$ cat config.mk
export PLATFORM = sky130hd
export DESIGN_NAME = des_decrypt_iter
export DESIGN_NICKNAME = d
export VERILOG_FILES = /design/src/rtl/des_pkg.sv /design/src/rtl/des_f.sv /design/src/rtl/des_decrypt_iter.sv
export SDC_FILE = /design/constraint.sdc
export NUM_CORES = 1
export LEC_CHECK = 0
export ABC_AREA = 0
export BUFFER_PORTS_ARGS = -buffer_cell sky130_fd_sc_hd__buf_2
export CORE_AREA = 2 2 76 78
export CTS_BUF_LIST = sky130_fd_sc_hd__clkbuf_4
export CTS_CLUSTER_SIZE = 14
export DETAILED_ROUTE_END_ITERATION = 12
export DIE_AREA = 0 0 78 80
export PLACE_DENSITY = 0.83
export SYNTH_ARGS = -nofsm -noshare
export SYNTH_HDL_FRONTEND = slang
export SYNTH_SLANG_ARGS = --single-unit
$ cat constraint.sdc
create_clock -name clk -period 1.9 [get_ports clk]
set_input_delay 0.57 -clock clk [delete_from_list [all_inputs] [get_ports clk]]
set_output_delay 0.57 -clock clk [all_outputs]
set_load 0.03 [all_outputs]
$ cat src/rtl/des_pkg.sv
// rtl/des_pkg.sv - DES tables, block types and permutation helpers shared by encrypt/decrypt
package des_pkg;

    typedef logic [63:0] des_blk_t;
    typedef logic [31:0] des_half_t;
    typedef logic [27:0] des_cd_t;

    typedef enum logic [1:0] {ST_IDLE, ST_ROUND, ST_DONE} des_state_t;

    // All tables use DES bit numbering: bit 1 is the MSB of the source vector.
    localparam int IP_T [64] = '{58,50,42,34,26,18,10,2, 60,52,44,36,28,20,12,4,
                                 62,54,46,38,30,22,14,6, 64,56,48,40,32,24,16,8,
                                 57,49,41,33,25,17,9,1,  59,51,43,35,27,19,11,3,
                                 61,53,45,37,29,21,13,5, 63,55,47,39,31,23,15,7};
    localparam int FP_T [64] = '{40,8,48,16,56,24,64,32, 39,7,47,15,55,23,63,31,
                                 38,6,46,14,54,22,62,30, 37,5,45,13,53,21,61,29,
                                 36,4,44,12,52,20,60,28, 35,3,43,11,51,19,59,27,
                                 34,2,42,10,50,18,58,26, 33,1,41,9,49,17,57,25};
    localparam int E_T [48] = '{32,1,2,3,4,5, 4,5,6,7,8,9, 8,9,10,11,12,13, 12,13,14,15,16,17,
                                16,17,18,19,20,21, 20,21,22,23,24,25, 24,25,26,27,28,29, 28,29,30,31,32,1};
    localparam int P_T [32] = '{16,7,20,21,29,12,28,17, 1,15,23,26,5,18,31,10,
                                2,8,24,14,32,27,3,9, 19,13,30,6,22,11,4,25};
    localparam int PC1_T [56] = '{57,49,41,33,25,17,9, 1,58,50,42,34,26,18,
                                  10,2,59,51,43,35,27, 19,11,3,60,52,44,36,
                                  63,55,47,39,31,23,15, 7,62,54,46,38,30,22,
                                  14,6,61,53,45,37,29, 21,13,5,28,20,12,4};
    localparam int PC2_T [48] = '{14,17,11,24,1,5, 3,28,15,6,21,10, 23,19,12,4,26,8,
                                  16,7,27,20,13,2, 41,52,31,37,47,55, 30,40,51,45,33,48,
                                  44,49,39,56,34,53, 46,42,50,36,29,32};
    localparam int SHIFT_T [16] = '{1,1,2,2,2,2,2,2,1,2,2,2,2,2,2,1};

    // S-boxes, each 4 rows x 16 columns flattened row-major
    localparam int SBOX [8][64] = '{
        '{14,4,13,1,2,15,11,8,3,10,6,12,5,9,0,7, 0,15,7,4,14,2,13,1,10,6,12,11,9,5,3,8,
          4,1,14,8,13,6,2,11,15,12,9,7,3,10,5,0, 15,12,8,2,4,9,1,7,5,11,3,14,10,0,6,13},
        '{15,1,8,14,6,11,3,4,9,7,2,13,12,0,5,10, 3,13,4,7,15,2,8,14,12,0,1,10,6,9,11,5,
          0,14,7,11,10,4,13,1,5,8,12,6,9,3,2,15, 13,8,10,1,3,15,4,2,11,6,7,12,0,5,14,9},
        '{10,0,9,14,6,3,15,5,1,13,12,7,11,4,2,8, 13,7,0,9,3,4,6,10,2,8,5,14,12,11,15,1,
          13,6,4,9,8,15,3,0,11,1,2,12,5,10,14,7, 1,10,13,0,6,9,8,7,4,15,14,3,11,5,2,12},
        '{7,13,14,3,0,6,9,10,1,2,8,5,11,12,4,15, 13,8,11,5,6,15,0,3,4,7,2,12,1,10,14,9,
          10,6,9,0,12,11,7,13,15,1,3,14,5,2,8,4, 3,15,0,6,10,1,13,8,9,4,5,11,12,7,2,14},
        '{2,12,4,1,7,10,11,6,8,5,3,15,13,0,14,9, 14,11,2,12,4,7,13,1,5,0,15,10,3,9,8,6,
          4,2,1,11,10,13,7,8,15,9,12,5,6,3,0,14, 11,8,12,7,1,14,2,13,6,15,0,9,10,4,5,3},
        '{12,1,10,15,9,2,6,8,0,13,3,4,14,7,5,11, 10,15,4,2,7,12,9,5,6,1,13,14,0,11,3,8,
          9,14,15,5,2,8,12,3,7,0,4,10,1,13,11,6, 4,3,2,12,9,5,15,10,11,14,1,7,6,0,8,13},
        '{4,11,2,14,15,0,8,13,3,12,9,7,5,10,6,1, 13,0,11,7,4,9,1,10,14,3,5,12,2,15,8,6,
          1,4,11,13,12,3,7,14,10,15,6,8,0,5,9,2, 6,11,13,8,1,4,10,7,9,5,0,15,14,2,3,12},
        '{13,2,8,4,6,15,11,1,10,9,3,14,5,0,12,7, 1,15,13,8,10,3,7,4,12,5,6,11,0,14,9,2,
          7,11,4,1,9,12,14,2,0,6,10,13,15,3,5,8, 2,1,14,7,4,10,8,13,15,12,9,0,3,5,6,11}};

    function automatic des_blk_t ip_perm(input des_blk_t x);
        des_blk_t r;
        r = '0;
        for (int i = 0; i < 64; i++) r = {r[62:0], x[6'(64 - IP_T[i])]};
        return r;
    endfunction

    function automatic des_blk_t fp_perm(input des_blk_t x);
        des_blk_t r;
        r = '0;
        for (int i = 0; i < 64; i++) r = {r[62:0], x[6'(64 - FP_T[i])]};
        return r;
    endfunction

    function automatic logic [47:0] e_exp(input des_half_t x);
        logic [47:0] r;
        r = '0;
        for (int i = 0; i < 48; i++) r = {r[46:0], x[5'(32 - E_T[i])]};
        return r;
    endfunction

    function automatic des_half_t p_perm(input des_half_t x);
        des_half_t r;
        r = '0;
        for (int i = 0; i < 32; i++) r = {r[30:0], x[5'(32 - P_T[i])]};
        return r;
    endfunction

    function automatic logic [55:0] pc1_perm(input des_blk_t x);
        logic [55:0] r;
        r = '0;
        for (int i = 0; i < 56; i++) r = {r[54:0], x[6'(64 - PC1_T[i])]};
        return r;
    endfunction

    function automatic logic [47:0] pc2_perm(input logic [55:0] x);
        logic [47:0] r;
        r = '0;
        for (int i = 0; i < 48; i++) r = {r[46:0], x[6'(56 - PC2_T[i])]};
        return r;
    endfunction

    // Row is the outer bit pair of each 6-bit group, column the inner four bits
    function automatic des_half_t sbox_sub(input logic [47:0] x);
        des_half_t   r;
        logic [5:0]  b;
        r = '0;
        for (int i = 0; i < 8; i++) begin
            b = 6'(x >> (42 - 6 * i));
            r = {r[27:0], 4'(SBOX[3'(i)][{b[5], b[0], b[4:1]}])};
        end
        return r;
    endfunction

endpackage

$ cat src/rtl/des_f.sv
// rtl/des_f.sv - combinational DES round function f(R,K) = P(S(E(R) xor K))
module des_f
    import des_pkg::*;
(
    input  des_half_t   r,
    input  logic [47:0] k,
    output des_half_t   f
);

    assign f = p_perm(sbox_sub(e_exp(r) ^ k));

endmodule

$ cat src/rtl/des_decrypt_iter.sv
// rtl/des_decrypt_iter.sv - iterative DES decryptor, one Feistel round per clock
module des_decrypt_iter
    import des_pkg::*;
#(
    parameter bit CHECK_PARITY = 1'b0
) (
    input  logic        clk,
    input  logic        rst_n,
    input  logic        in_valid,
    output logic        in_ready,
    input  des_blk_t    encrypted_data,
    input  des_blk_t    key,
    output logic        out_valid,
    input  logic        out_ready,
    output des_blk_t    plain_text,
    output logic        key_parity_err,
    output logic        busy
);

    des_state_t  state, state_nxt;
    logic [4:0]  rnd;
    des_half_t   l_q, r_q, f_out;
    des_cd_t     c_q, d_q, c_rot, d_rot;
    logic [47:0] subkey;
    logic        par_bad, par_q;

    // Decryption walks the schedule backwards: round 1 uses C16D16 (= C0D0) as loaded,
    // later rounds undo the encryptor's left shifts by rotating right.
    always_comb begin
        c_rot = c_q;
        d_rot = d_q;
        if (rnd >= 5'd2 && rnd <= 5'd16) begin
            if (SHIFT_T[4'(17 - rnd)] == 2) begin
                c_rot = {c_q[1:0], c_q[27:2]};
                d_rot = {d_q[1:0], d_q[27:2]};
            end else begin
                c_rot = {c_q[0], c_q[27:1]};
                d_rot = {d_q[0], d_q[27:1]};
            end
        end
    end

    assign subkey = pc2_perm({c_rot, d_rot});

    des_f u_f (
        .r (r_q),
        .k (subkey),
        .f (f_out)
    );

    // Any key byte with even parity flags an error when checking is enabled
    always_comb begin
        par_bad = 1'b0;
        for (int i = 0; i < 8; i++) begin
            if (~^key[6'(8 * i) +: 8]) par_bad = 1'b1;
        end
        if (!CHECK_PARITY) par_bad = 1'b0;
    end

    // State register
    always_ff @(posedge clk or negedge rst_n) begin
        if (!rst_n) state <= ST_IDLE;
        else        state <= state_nxt;
    end

    // Next-state logic
    always_comb begin
        state_nxt = state;
        case (state)
            ST_IDLE:  if (in_valid)        state_nxt = ST_ROUND;
            ST_ROUND: if (rnd == 5'd16)    state_nxt = ST_DONE;
            ST_DONE:  if (out_ready)       state_nxt = ST_IDLE;
            default:                       state_nxt = ST_IDLE;
        endcase
    end

    // Handshake and status outputs decoded from state
    always_comb begin
        in_ready  = (state == ST_IDLE);
        out_valid = (state == ST_DONE);
        busy      = (state != ST_IDLE);
    end

    // Datapath: load on accept, one round per cycle, capture result after round 16
    always_ff @(posedge clk or negedge rst_n) begin
        if (!rst_n) begin
            l_q            <= '0;
            r_q            <= '0;
            c_q            <= '0;
            d_q            <= '0;
            rnd            <= '0;
            par_q          <= 1'b0;
            plain_text     <= '0;
            key_parity_err <= 1'b0;
        end else begin
            case (state)
                ST_IDLE: begin
                    if (in_valid) begin
                        {l_q, r_q} <= ip_perm(encrypted_data);
                        {c_q, d_q} <= pc1_perm(key);
                        rnd        <= 5'd1;
                        par_q      <= par_bad;
                    end
                end
                ST_ROUND: begin
                    l_q <= r_q;
                    r_q <= l_q ^ f_out;
                    c_q <= c_rot;
                    d_q <= d_rot;
                    rnd <= rnd + 5'd1;
                    if (rnd == 5'd16) begin
                        plain_text     <= fp_perm({l_q ^ f_out, r_q});
                        key_parity_err <= par_q;
                        rnd            <= '0;
                    end
                end
                default: ;
            endcase
        end
    end

endmodule

==> metrics.yaml <==
outcome:
  status: "complete, no violations"
pwr:
  leakage_nw: 1.18
  pwr_density_cell_nw_per_um2: 1140
  peakVddDrop_uv: 427
placed_design:
  placed_cells: 265
  place.gp.congestion: 0.742
  place_area_sq_um: 2070
  portBuffers: 38
  dp_slack_ns: 0.205
  hpwl_microns: 2380
detailed_routing:
  drc: 0
  met2WireLength_microns: 1490
  vias_per_cell: 4.28
  top_layer: "met4"
  wl_met3_microns: 325
  drtIter0Drc: 41
  via_count: 1172
  postRouteAntennaNets: 0
  dr.pass1.iters: 4
  wl_per_cell_microns: 12.1
  wl_microns: 3320
  wl_met1_microns: 1470
floorplanning:
  die_width_microns: 78
  core_area_sq_um: 5410
  fp.dieH_microns: 80
  dieArea_sq_um: 6240
  rows: 27
  design.portCount: 200
  initial_core_util_pct: 36.3
clock_network:
  cts_sinks: 39
  cts_tree: "built"
  clock_path_buffers: 2
  htreeDepth: 2
  numCtsBuffers: 5
  path_clk_slew_ns: 0.12
  clock-root-buffer: "clkbuf_4"
  clk_latency_ns: 0.34
layout:
  register_area_sq_um: 976
  area_delta_synth_final_pct: 9.04
  design_area_sq_um: 2140
  antennaDiodeCount: 0
  layout_commonest_cell: "conb_1"
  fillers: 546
  layout.nets: 334
  final_cells: 274
  layout-drive-gt1-share_pct: 36.6
  layout_common_cells: "conb_1, dfrtp_1, buf_2, a22o_1, mux2_4"
  multiInputGateArea_sq_um: 744
global_routing:
  grt_start_max_net_pins: 40
  antenna_found_initial: 0
  grt_usage_pct: 10.9
  grt_pass1_wl_microns: 5140
  gr-total-overflow: 0
  grt_pass1_vias: 1042
timing:
  worst_slew_pin_slew_ns: 0.683
  relSlewSlack_pct: 54.4
  holdWs_ns: 0.175
  fin_crit_sh_pct: 94.2
  finClkSkew_ns: 0.00845
  fin_ws_ns: 0.110
  rsz0062_at_grt: "false"
  report.final.hold_viol_count: 0
  setup-violations-final: 0
  setup_tns_ns: 0
  fmax_ghz: 0.559
  maxSlewViolCount: 0
  post-route-min-period_ns: 1.79
logic_synthesis:
  synth_cells: 157
  ys_seq_area_share_pct: 49.7
  ys_ff_latch: 39
  yosys_warnings: 0
  yosys.cell_types.count: 32
  syn_avg_cell_area_sq_um: 12.5
  synth_area_sq_um: 1960
run:
  maxCapViolations: 0
worst_setup_path:
  cp-end-kind: "primary output"
  cp.required_ns: 1.33
  setup.worst_path.class: "reg -> out"
  start_kind: "register"
  arrival_ns: 1.22
  crit_fanout: 4
worst_hold_path:
  hold_path.class: "in -> async"
power breakdown:
part,switching (W),internal (W),total [W]
Sequential,0.000151,0.000998,0.00115
Combinational,0.000528,0.000333,0.000861
Clock,0.000273,0.000157,0.000430
Total,0.000951,0.00149,0.00244
synth_stat cells:
master / count / area share [%]
buf_4: 49 / 19
dfrtp_1: 39 / 50
a22o_1: 17 / 7.6
mux2_4: 9 / 6.9
mux2_2: 7 / 4.0
inv_1: 3 / 0.57
and3_1: 2 / 0.64
buf_2: 2 / 0.51
clkbuf_1: 2 / 0.38
nand2_1: 2 / 0.38
nand3_1: 2 / 0.51
nor2_1: 2 / 0.38
o21bai_1: 2 / 0.76
a21o_1: 1 / 0.38
a21o_2: 1 / 0.45
a21oi_1: 1 / 0.25
a221o_1: 1 / 0.51
a22o_2: 1 / 0.51
a32o_1: 1 / 0.51
and2_1: 1 / 0.32
and2b_1: 1 / 0.38
and2b_2: 1 / 0.45
buf_12: 1 / 1.0
buf_6: 1 / 0.57
conb_1: 1 / 0.19
ha_1: 1 / 0.64
nand2b_1: 1 / 0.32
nor2b_2: 1 / 0.45
nor3_1: 1 / 0.25
nor4_4: 1 / 1.1
o21ai_0: 1 / 0.25
xor2_1: 1 / 0.45
what timing repair did:
item	4_1_cts	5_1_grt
setup endpoints to repair	0	1
buffers inserted	0	1
resized for setup	0	1
hold buffers	0	0
registers in the layout (all words and copies together) (netlist names):
signal / count
plain_text: 16
r_q: 16
rnd: 5
state: 2
area by class of cell:
class / count / area share, %
Clock buffer: 6 / 2.10
Clock inverter: 2 / 0.584
Inverter: 3 / 0.526
Multi-Input combinational cell: 108 / 34.8
Sequential cell: 39 / 45.6
Tap cell: 72 / 4.21
Timing Repair Buffer: 44 / 12.3
path summary, 6_finish.rpt:
kind | start | to | slack, ns | depth (start not counted)
max in group asynchronous | rst_n | rnd[2] | 1.53 | 2
worst min register to register | r_q[15] | r_q[15] | 0.52 | 1
worst max-delay path | state[1] | out_valid | 0.11 | 3
worst min-delay path | rst_n | plain_text[3] | 0.17 | 2
worst max register to register | rnd[0] | plain_text[9] | 0.19 | 4
min in group clk | encrypted_data[29] | r_q[20] | 0.44 | 2
layer usage:
layer  vias to the layer above  track usage, %
met1                       563            14.3
met5                         -               0
met2                        71            16.3
met3                         5            3.73
li1                        533               -
met4                         0            4.56
worst max-delay path, cell delays in order, from the launching register on:
cell,delay (ns)
dfrtp_1,0.42
inv_1,0.08
nor2_1,0.16
clkbuf_4,0.23
metrics by stage:
stage,power (W),utilization (%)
after global routing,0.00260,39.6
after global placement,0.00200,38.4
after CTS,0.00247,39.4
final,0.00244,39.6
after floorplan,0.00187,-
after detailed placement,0.00203,38.4
cells by family after synthesis:
family / count (synthesis) / share of synthesized area [%]
AO/OA/AOI/OAI: 26 / 11.2
XOR/XNOR: 1 / 0.446
adder cells (fa/ha/maj): 1 / 0.637
buffers and inverters: 58 / 21.8
flip-flops: 39 / 49.7
multiplexers: 16 / 10.9
other: 1 / 0.191
AND/OR/NAND/NOR: 15 / 5.16
Note: power is estimated with default switching activity, not from simulation.
